--- config.mk ---
export PLATFORM = sky130hd
export DESIGN_NAME = morse_rx_decoder
export DESIGN_NICKNAME = d
export VERILOG_FILES = /design/src/rtl/morse_rx_decoder.sv
export SDC_FILE = /design/constraint.sdc
export NUM_CORES = 1
export LEC_CHECK = 0
export CAP_MARGIN = 20
export CORE_MARGIN = 2
export CORE_UTILIZATION = 50
export DETAILED_ROUTE_END_ITERATION = 7
export GPL_TIMING_DRIVEN = 0
export PLACE_DENSITY = 0.72
export REMOVE_ABC_BUFFERS = 1
export SYNTH_ARGS = -nofsm -noshare
export SYNTH_HDL_FRONTEND = slang
export SYNTH_SLANG_ARGS = --single-unit
--- constraint.sdc ---
create_clock -name CLOCK_50 -period 9.6 [get_ports CLOCK_50]
set_input_delay 1.92 -clock CLOCK_50 [delete_from_list [all_inputs] [get_ports CLOCK_50]]
set_output_delay 1.92 -clock CLOCK_50 [all_outputs]
set_load 0.005 [all_outputs]
--- src/rtl/morse_rx_decoder.sv ---
// Morse line receiver: times marks and spaces on a synchronized keyed line,
// classifies dots/dashes and decodes A-Z letters with valid/error strobes.
module morse_rx_decoder #(
  parameter int unsigned UNIT_CYCLES   = 25000000,
  parameter int unsigned GLITCH_CYCLES = UNIT_CYCLES / 4,
  parameter int unsigned STUCK_UNITS   = 6
) (
  input  logic       CLOCK_50,
  input  logic       KEY0_N,
  input  logic       morse_in,
  input  logic       clear,
  output logic [4:0] letter,
  output logic       letter_valid,
  output logic       letter_err,
  output logic [2:0] sym_count,
  output logic       busy
);

  localparam int unsigned STUCK_CYCLES = STUCK_UNITS * UNIT_CYCLES;
  localparam int unsigned CNT_W        = $clog2(STUCK_CYCLES + 1);

  localparam logic [CNT_W-1:0] STUCK_LIM  = CNT_W'(STUCK_CYCLES);
  localparam logic [CNT_W-1:0] DASH_LIM   = CNT_W'(2 * UNIT_CYCLES);
  localparam logic [CNT_W-1:0] GLITCH_LIM = CNT_W'(GLITCH_CYCLES);
  localparam logic [CNT_W-1:0] CNT_ONE    = CNT_W'(1);

  typedef enum logic [1:0] {
    S_IDLE,
    S_MARK,
    S_SPACE,
    S_STUCK
  } state_e;

  state_e           state_q, state_d;
  logic [1:0]       sync_q;
  logic             morse_s;
  logic [CNT_W-1:0] cnt_q, cnt_d, cnt_inc;
  logic [3:0]       pat_q, pat_d;
  logic [2:0]       len_q, len_d;
  logic             ovf_q, ovf_d;
  logic [4:0]       letter_q, letter_d;
  logic             valid_q, valid_d;
  logic             err_q, err_d;
  logic             sym_dash;
  logic [5:0]       lookup;

  // Returns {hit, code}; the pattern is left-justified so the first symbol
  // sits in bit 3 regardless of letter length.
  function automatic logic [5:0] morse_lookup(input logic [2:0] len,
                                              input logic [3:0] pat);
    logic [3:0] just;
    logic [5:0] res;
    just = pat << (3'd4 - len);
    res  = 6'd0;
    case ({len, just})
      7'b010_0100: res = {1'b1, 5'd0};
      7'b100_1000: res = {1'b1, 5'd1};
      7'b100_1010: res = {1'b1, 5'd2};
      7'b011_1000: res = {1'b1, 5'd3};
      7'b001_0000: res = {1'b1, 5'd4};
      7'b100_0010: res = {1'b1, 5'd5};
      7'b011_1100: res = {1'b1, 5'd6};
      7'b100_0000: res = {1'b1, 5'd7};
      7'b010_0000: res = {1'b1, 5'd8};
      7'b100_0111: res = {1'b1, 5'd9};
      7'b011_1010: res = {1'b1, 5'd10};
      7'b100_0100: res = {1'b1, 5'd11};
      7'b010_1100: res = {1'b1, 5'd12};
      7'b010_1000: res = {1'b1, 5'd13};
      7'b011_1110: res = {1'b1, 5'd14};
      7'b100_0110: res = {1'b1, 5'd15};
      7'b100_1101: res = {1'b1, 5'd16};
      7'b011_0100: res = {1'b1, 5'd17};
      7'b011_0000: res = {1'b1, 5'd18};
      7'b001_1000: res = {1'b1, 5'd19};
      7'b011_0010: res = {1'b1, 5'd20};
      7'b100_0001: res = {1'b1, 5'd21};
      7'b011_0110: res = {1'b1, 5'd22};
      7'b100_1001: res = {1'b1, 5'd23};
      7'b100_1011: res = {1'b1, 5'd24};
      7'b100_1100: res = {1'b1, 5'd25};
      default:     res = 6'd0;
    endcase
    return res;
  endfunction

  // morse_in is asynchronous to CLOCK_50; all timing uses the second flop.
  always_ff @(posedge CLOCK_50 or negedge KEY0_N) begin
    if (!KEY0_N) sync_q <= 2'b00;
    else         sync_q <= {sync_q[0], morse_in};
  end

  assign morse_s  = sync_q[1];
  assign cnt_inc  = (cnt_q == '1) ? cnt_q : cnt_q + CNT_ONE;
  assign sym_dash = (cnt_q >= DASH_LIM);
  assign lookup   = morse_lookup(len_q, pat_q);

  // NOTE: every register here is a small flop, so all of them get the async
  // reset; non-blocking (<=) keeps each flop sampling pre-edge values.
  always_ff @(posedge CLOCK_50 or negedge KEY0_N) begin
    if (!KEY0_N) begin
      state_q  <= S_IDLE;
      cnt_q    <= '0;
      pat_q    <= 4'd0;
      len_q    <= 3'd0;
      ovf_q    <= 1'b0;
      letter_q <= 5'd0;
      valid_q  <= 1'b0;
      err_q    <= 1'b0;
    end else begin
      state_q  <= state_d;
      cnt_q    <= cnt_d;
      pat_q    <= pat_d;
      len_q    <= len_d;
      ovf_q    <= ovf_d;
      letter_q <= letter_d;
      valid_q  <= valid_d;
      err_q    <= err_d;
    end
  end

  // NOTE: every next-state value is defaulted first so no path leaves a
  // variable unassigned, which would otherwise infer a latch.
  always_comb begin
    state_d  = state_q;
    cnt_d    = cnt_q;
    pat_d    = pat_q;
    len_d    = len_q;
    ovf_d    = ovf_q;
    letter_d = letter_q;
    valid_d  = 1'b0;
    err_d    = 1'b0;

    case (state_q)
      S_IDLE: begin
        if (morse_s) begin
          state_d = S_MARK;
          cnt_d   = CNT_ONE;
        end
      end

      S_MARK: begin
        if (morse_s) begin
          cnt_d = cnt_inc;
          if (cnt_inc >= STUCK_LIM) begin
            err_d   = 1'b1;
            pat_d   = 4'd0;
            len_d   = 3'd0;
            ovf_d   = 1'b0;
            state_d = S_STUCK;
          end
        end else if (cnt_q < GLITCH_LIM) begin
          if (len_q != 3'd0) begin
            state_d = S_SPACE;
            cnt_d   = CNT_ONE;
          end else begin
            state_d = S_IDLE;
            cnt_d   = '0;
          end
        end else begin
          if (len_q == 3'd4) begin
            ovf_d = 1'b1;
          end else begin
            pat_d = {pat_q[2:0], sym_dash};
            len_d = len_q + 3'd1;
          end
          state_d = S_SPACE;
          cnt_d   = CNT_ONE;
        end
      end

      S_SPACE: begin
        if (morse_s) begin
          state_d = S_MARK;
          cnt_d   = CNT_ONE;
        end else begin
          cnt_d = cnt_inc;
          if (cnt_inc >= DASH_LIM) begin
            if (lookup[5] && !ovf_q) begin
              letter_d = lookup[4:0];
              valid_d  = 1'b1;
            end else begin
              err_d = 1'b1;
            end
            pat_d   = 4'd0;
            len_d   = 3'd0;
            ovf_d   = 1'b0;
            cnt_d   = '0;
            state_d = S_IDLE;
          end
        end
      end

      S_STUCK: begin
        if (!morse_s) begin
          state_d = S_IDLE;
          cnt_d   = '0;
        end
      end

      default: state_d = S_IDLE;
    endcase

    // Clear wins over finalize and stuck detection; the held letter survives.
    if (clear) begin
      pat_d    = 4'd0;
      len_d    = 3'd0;
      ovf_d    = 1'b0;
      cnt_d    = '0;
      valid_d  = 1'b0;
      err_d    = 1'b0;
      letter_d = letter_q;
      state_d  = morse_s ? S_STUCK : S_IDLE;
    end
  end

  assign letter       = letter_q;
  assign letter_valid = valid_q;
  assign letter_err   = err_q;
  assign sym_count    = len_q;
  assign busy         = (state_q != S_IDLE);

endmodule

==> results of run 1 <==
stage by stage:
step	total power, mW	area, um^2	cells
final	0.4256	4141	586
after floorplan	0.2705	3734	457
after global routing	0.4502	4141	586
after global placement	0.2938	4001	573
after CTS	0.4277	4130	585
after detailed placement	0.2983	4039	577
worst paths after layout:
path                             end  cells past startpoint  startpoint
max                        cnt_q[20]                     12    cnt_q[4]
min                        sync_q[1]                      0   sync_q[0]
max reg2reg                cnt_q[20]                     12    cnt_q[4]
min reg2reg                sync_q[1]                      0   sync_q[0]
max in group asynchronous      ovf_q                      2      KEY0_N
min in group asynchronous  cnt_q[12]                      1      KEY0_N
worst max-delay path: cells and delay by family, from the launching register on:
family | cells | cell delay (ps)
AND/OR/NAND/NOR | 5 | 1820
AO/OA/AOI/OAI | 5 | 1300
buffers and inverters | 2 | 610
flip-flops | 1 | 490
routing by layer:
| metal | vias to the layer above | wire [um] | GRT usage (%) |
|---|---|---|---|
| met5 | - | 0 | 0 |
| met4 | 0 | 187 | 7.711 |
| met3 | 16 | 627 | 3.987 |
| met2 | 155 | 4470 | 37.65 |
| met1 | 1786 | 4498 | 34.17 |
| li1 | 1803 | - | - |
logic make-up after synthesis:
family,after synthesis,synth area share [%]
AO/OA/AOI/OAI,154,25.22
flip-flops,47,30.05
multiplexers,18,4.827
XOR/XNOR,8,1.790
adder cells (fa/ha/maj),17,5.435
AND/OR/NAND/NOR,189,25.77
buffers and inverters,61,6.905
power by group through the flow:
stage               clock network (mW)  logic [mW]  registers, mW
floorplan                            0      0.0614          0.209
CTS                              0.133      0.0888          0.206
global placement                     0      0.0839          0.210
finish                           0.128      0.0909          0.206
global route                     0.141       0.102          0.207
detailed placement                   0      0.0881          0.210
layout by cell type, fill, tap and decap left out, types with 4 or more instances in the layout:
cell	instances
a31oi_1	15
nand4_1	16
dfrtp_1	47
mux2i_1	11
a211oi_1	11
xnor2_1	6
a21oi_1	32
mux2_2	6
clkbuf_8	5
ha_1	17
a211o_1	4
inv_1	24
clkdlybuf4s50_1	13
nor3_1	21
nor2_1	31
o21ai_0	45
o31ai_1	6
or4_1	4
nand2b_1	4
nand3_1	17
a22o_1	5
nand2_1	59
o21ai_1	7
or3_1	5
nor4_1	6
synth_stat cells, types with 3 or more instances:
master     n  share of area, %
or2_2      3              0.48
nor3_1    21               2.7
a211oi_1  11               2.1
buf_2     12               1.5
a211o_1    4              0.90
mux2_2     6               1.7
a21oi_1   32               4.1
inv_1     24               2.3
a31oi_1   15               2.4
dfrtp_1   47                30
or4_1      4              0.77
nor4_1     6              0.96
buf_4      3              0.58
or3_1      5              0.80
nand2b_1   4              0.64
clkbuf_1  18               1.7
xnor2_1    6               1.3
mux2i_1   11               2.8
nand2_1   59               5.7
and3_1     3              0.48
o21ai_0   45               5.8
ha_1      17               5.4
o21ai_1    7              0.90
nand4_1   16               2.6
and4_1     3              0.67
nor2_1    31               3.0
o22ai_1    3              0.48
nand3_1   17               2.2
a22o_1     5               1.1
o31ai_1    6               1.2
area by class of cell:
cell class / instances / area [um^2]
Tap cell: 102 / 127.6
Sequential cell: 47 / 1176
Clock inverter: 3 / 22.52
Multi-Input combinational cell: 386 / 2467
Clock buffer: 5 / 68.82
Fill cell: 709 / 3506
Timing Repair Buffer: 19 / 188.9
Inverter: 24 / 90.09
sequential cells by signal (all words and copies together) (netlist names):
signal and cells:
ovf_q 1, letter_err 1, state_q 2, cnt_q 28
sync_q 2, sym_count 3, letter_valid 1, letter 5
pat_q 4
==> flow_summary.toml, run 1 <==
[run_status]
outcome = "finished, final reports clean"

[setup_path]
critical_path.most_common_cell = "buf_4"
critPathSlowestCell = "nor4_2"
crit_type = "flip-flop to flip-flop"
critPathRequiredTime_ps = 9790
slowest_delay_ps = 820
critPathCaptureType = "flip-flop"
crit_fanout = 12
cp-start-kind = "flip-flop"
arrival_ps = 4540
path_cells = "nand4_2, nor4_2, buf_4, nand4_1, o22a_1, nor3_1, a2111oi_2, o31ai_2, buf_4, o21ai_0, nand2_1, o21ai_1"
r2r_setup_slack_ps = 5250

[pwr]
leakagePower_nw = 1.582
p_clk_share_pct = 30.2
p_sw_share_pct = 32.42
combPwrFrac_pct = 21.4
power_switching_uw = 138.0
p_per_area_nw_per_um2 = 102.8
p_int_uw = 287.6
ir_drop_v = 0.00008729
p_seq_share_pct = 48.5

[yosys]
async_flop_share_pct = 100.0
synth.distinct_cells = 68
yosysWarnings = 0
synth_edf_count = 0
ys.flop_type = "dfrtp_1"
synth-seq-area-share_pct = 30.05
synth.avg_cell_area_um2 = 7.923
synth_seq_cells = 47
synth_area_um2 = 3914
postSynthCellCount = 494

[worst_hold_path]
min_path_type = "flip-flop to flip-flop"

[sta]
fin_crit_ps = 4348
drv_slew = 0
setup_viol = 0
tightest_slew_ps = 978.4
rsz0062_at_grt = "no"
worst_slack_ps = 5252
fin_skew_ps = 12.70
tns_ps = 0
finalCritPeriodShare_pct = 45.29
max_freq_mhz = 230.0
whs_ps = 370.8
slew_headroom_pct = 34.77
hold_viol_final = 0

[clock_tree]
cts_max_level = 2
clock_latency_ps = 320
cts_buffer_depth = 2
cts_hold_buf = 0
path_clk_slew_ps = 100
cts_tree = "yes"
clock-sinks = 47
post-cts-setup-buffers = 0
cts_inserted_buffers = 5
root_buffer = "clkbuf_8"
post_cts_resized = 0

[cells_and_area]
diodes = 0
fin_util_pct = 54.16
area_growth_syn_to_layout_pct = 5.818
nets = 504
final_layout_size_suffix_gt1_share_pct = 7.645

[floorplan]
core_um2 = 7647
row_count = 32
die_y_um = 92.48
ios = 15
die_w_um = 92.48
die_area_um2 = 8552
start_util_pct = 51.18

[placement]
io_buffer_count = 14
dpl_worst_slack_ps = 5016
globalplace.congestion = 0.9031
dp_hpwl_um = 7069

[global_route]
grt_util_all_layers_pct = 24.10
grt_pass1_wl_um = 16770
grt_overflow = 0
grt_max_degree = 30
grt_pass1_vias = 3409
antenna_found_initial = 0

[flow_run]
max_cap_viol_count = 0

[routing]
ant_nets = 0
vias_per_cell = 6.416
drc_errors = 0
vias = 3760
wl_um = 9783
drtPass1Iterations = 5
drtIter0Drc = 295
post_drt_wl_per_cell_um = 16.69
(Power assumes the default switching activity.)
==> run 2: changes to the inputs <==
--- a/config.mk
+++ b/config.mk
@@ -10,7 +10,7 @@
 export CORE_UTILIZATION = 50
 export DETAILED_ROUTE_END_ITERATION = 7
 export GPL_TIMING_DRIVEN = 0
-export PLACE_DENSITY = 0.72
+export PLACE_DENSITY = 0.75
 export REMOVE_ABC_BUFFERS = 1
 export SYNTH_ARGS = -nofsm -noshare
 export SYNTH_HDL_FRONTEND = slang
==> constraint.sdc (replaced) <==
create_clock -name CLOCK_50 -period 3.9 [get_ports CLOCK_50]
set_input_delay 0.78 -clock CLOCK_50 [delete_from_list [all_inputs] [get_ports CLOCK_50]]
set_output_delay 0.78 -clock CLOCK_50 [all_outputs]
set_load 0.005 [all_outputs]
==> run 2 against run 1 <==
Effect of this change: clock power up 130%; combinational power grew to 2.5 times the previous value; critical endpoint is now letter[4]; largest cell class unchanged; utilization up 2.3 points; critical path depth down 2; critical path type unchanged.
==> flow_summary.toml, run 2 (synthesis gave the netlist of run 1 again) <==
[run_status]
outcome = "finished, final reports clean"

[cells_and_area]
diodes = 0
regMostFlops = "cnt_q"
layout_commonest_cell = "nand2_1"
area_growth_syn_to_layout_pct = 10.23
largest_reg_flops = 28
stdcell_count = 596
fin_util_pct = 56.41
nets = 514
fillCellCount = 675
final_layout_size_suffix_gt1_share_pct = 11.94
final_cell_mix = "nand2_1, o21ai_0, dfrtp_1"

[worst_hold_path]
min_to = "sync_q[1]"
min_path_cells = 0
min_path_type = "flip-flop to flip-flop"
min_from = "sync_q[0]"

[flow_run]
max_cap_viol_count = 0

[sta]
slew_headroom_pct = 32.45
max_freq_mhz = 267.7
drv_slew = 0
fin_skew_ps = 19.03
fin_crit_ps = 3736
finalCritPeriodShare_pct = 95.79
hold_viol_final = 0
setup_viol = 0
tightest_slew_ps = 1013

[clock_tree]
path_clk_slew_ps = 100
cts_max_level = 2
cts_buffer_depth = 2
cts_inserted_buffers = 5
cts_tree = "yes"
clock-sinks = 47
cts_hold_buf = 0
root_buffer = "clkbuf_8"
clock_latency_ps = 310

[floorplan]
ios = 15
die_area_um2 = 8552
core_um2 = 7647
die_y_um = 92.48
row_count = 32
die_w_um = 92.48
start_util_pct = 51.18

[pwr]
ir_drop_v = 0.0002891
p_per_area_nw_per_um2 = 240.3
leakagePower_nw = 1.668

[setup_path]
crit_fanout = 11
rr_worst_depth = 10
crit_family = "simple AND/OR/NAND/NOR gates"
slowest_delay_ps = 700
critPathBufInv = 1
cp-start-kind = "flip-flop"
r2r-end = "letter[4]"
critPathCaptureType = "flip-flop"
arrival_ps = 3940
critPathSlowestCell = "or4_1"
r2r_setup_slack_ps = 160
r2r_start = "cnt_q[19]"
path_cells = "nand4_1, buf_4, or4_1, o21ai_1, a22oi_1, a211oi_2, a211o_1, nand2_1, nor4_4, mux2_2"
crit_type = "flip-flop to flip-flop"
critPathRequiredTime_ps = 4100

[routing]
drtPass1Iterations = 5
post_drt_wl_per_cell_um = 16.51
wl_um = 9841
vias_per_cell = 6.389
vias = 3808
drc_errors = 0
ant_nets = 0
drtIter0Drc = 291

[global_route]
grt_pass1_vias = 3548
grt_max_degree = 30
antenna_found_initial = 0
grt_util_all_layers_pct = 23.37
grt_overflow = 0
grt_pass1_wl_um = 16580

[placement]
globalplace.congestion = 0.9671
dp_hpwl_um = 6816
dpl.cell_count = 576
io_buffer_count = 14
## run 2: cell count changes in the layout (fill, tap and decap cells not counted), moves of 2 or more
cell / change
nor4_4: +2
dfrtp_1: -4
nor2_1: -2
nor4_2: -2
dfrtp_2: +4
a211oi_1: -2
nor3_2: +2
buf_4: +10
nor3_1: -2
a211oi_2: +2
## run 2: final cells by class
type / instances / area (um^2) / area share [%]
multi-input cells: 386 / 2562 / 59.40
repair buffers: 29 / 264.0 / 6.119
flip-flops and latches: 47 / 1181 / 27.38
well taps: 102 / 127.6 / 2.958
inverters: 24 / 90.09 / 2.088
clock inverters: 2 / 16.27 / 0.3770
clock buffers: 6 / 72.57 / 1.682
## run 2: layer usage
| layer | global-route usage, % | share of wire [%] | vias to the layer above |
|---|---|---|---|
| met1 | 34.28 | 47 | 1808 |
| met2 | 35.64 | 45 | 166 |
| met3 | 3.906 | 6.5 | 27 |
| li1 | - | - | 1807 |
| met5 | 0 | 0 | - |
| met4 | 6.343 | 1.7 | 0 |
## run 2: worst max path at each step
stage                    from  slack (ps)   endpoint  cells after the start
floorplan            cnt_q[4]         150  cnt_q[19]                      9
global placement    cnt_q[12]        -950  cnt_q[21]                      9
detailed placement  cnt_q[12]        -610  cnt_q[15]                     10
CTS                 cnt_q[19]          10   pat_q[0]                     11
global route        cnt_q[19]          -1  letter[1]                     10
finish              cnt_q[19]         160  letter[4]                     10
## run 2: where the power goes
| part | internal (mW) | leakage (nW) | switching (mW) | total [mW] |
|---|---|---|---|---|
| clock | 0.129 | 0.0418 | 0.170 | 0.299 |
| combinational | 0.0867 | 0.985 | 0.143 | 0.229 |
| sequential | 0.496 | 0.641 | 0.0116 | 0.508 |
## run 2: what timing repair did
| item | in CTS | in global routing |
|---|---|---|
| resized for setup | 7 | 14 |
| pin swaps | 1 | 4 |
| hold endpoints to repair | 0 | 0 |
| setup buffers | 3 | 9 |
| setup endpoints to repair | 33 | 42 |
## run 2: stage by stage
step	setup TNS, ps	hold WS [ps]	power, mW	area [um^2]	setup slack [ps]
finish	0	368.0	1.037	4314	164.3
floorplan	0	331.2	0.6659	3734	146.6
global placement	-27470	343.9	0.7224	4001	-954.6
CTS	0	373.9	1.042	4185	10.45
detailed placement	-11430	344.1	0.7294	4035	-609.1
global route	-1.423	381.0	1.099	4314	-1.423
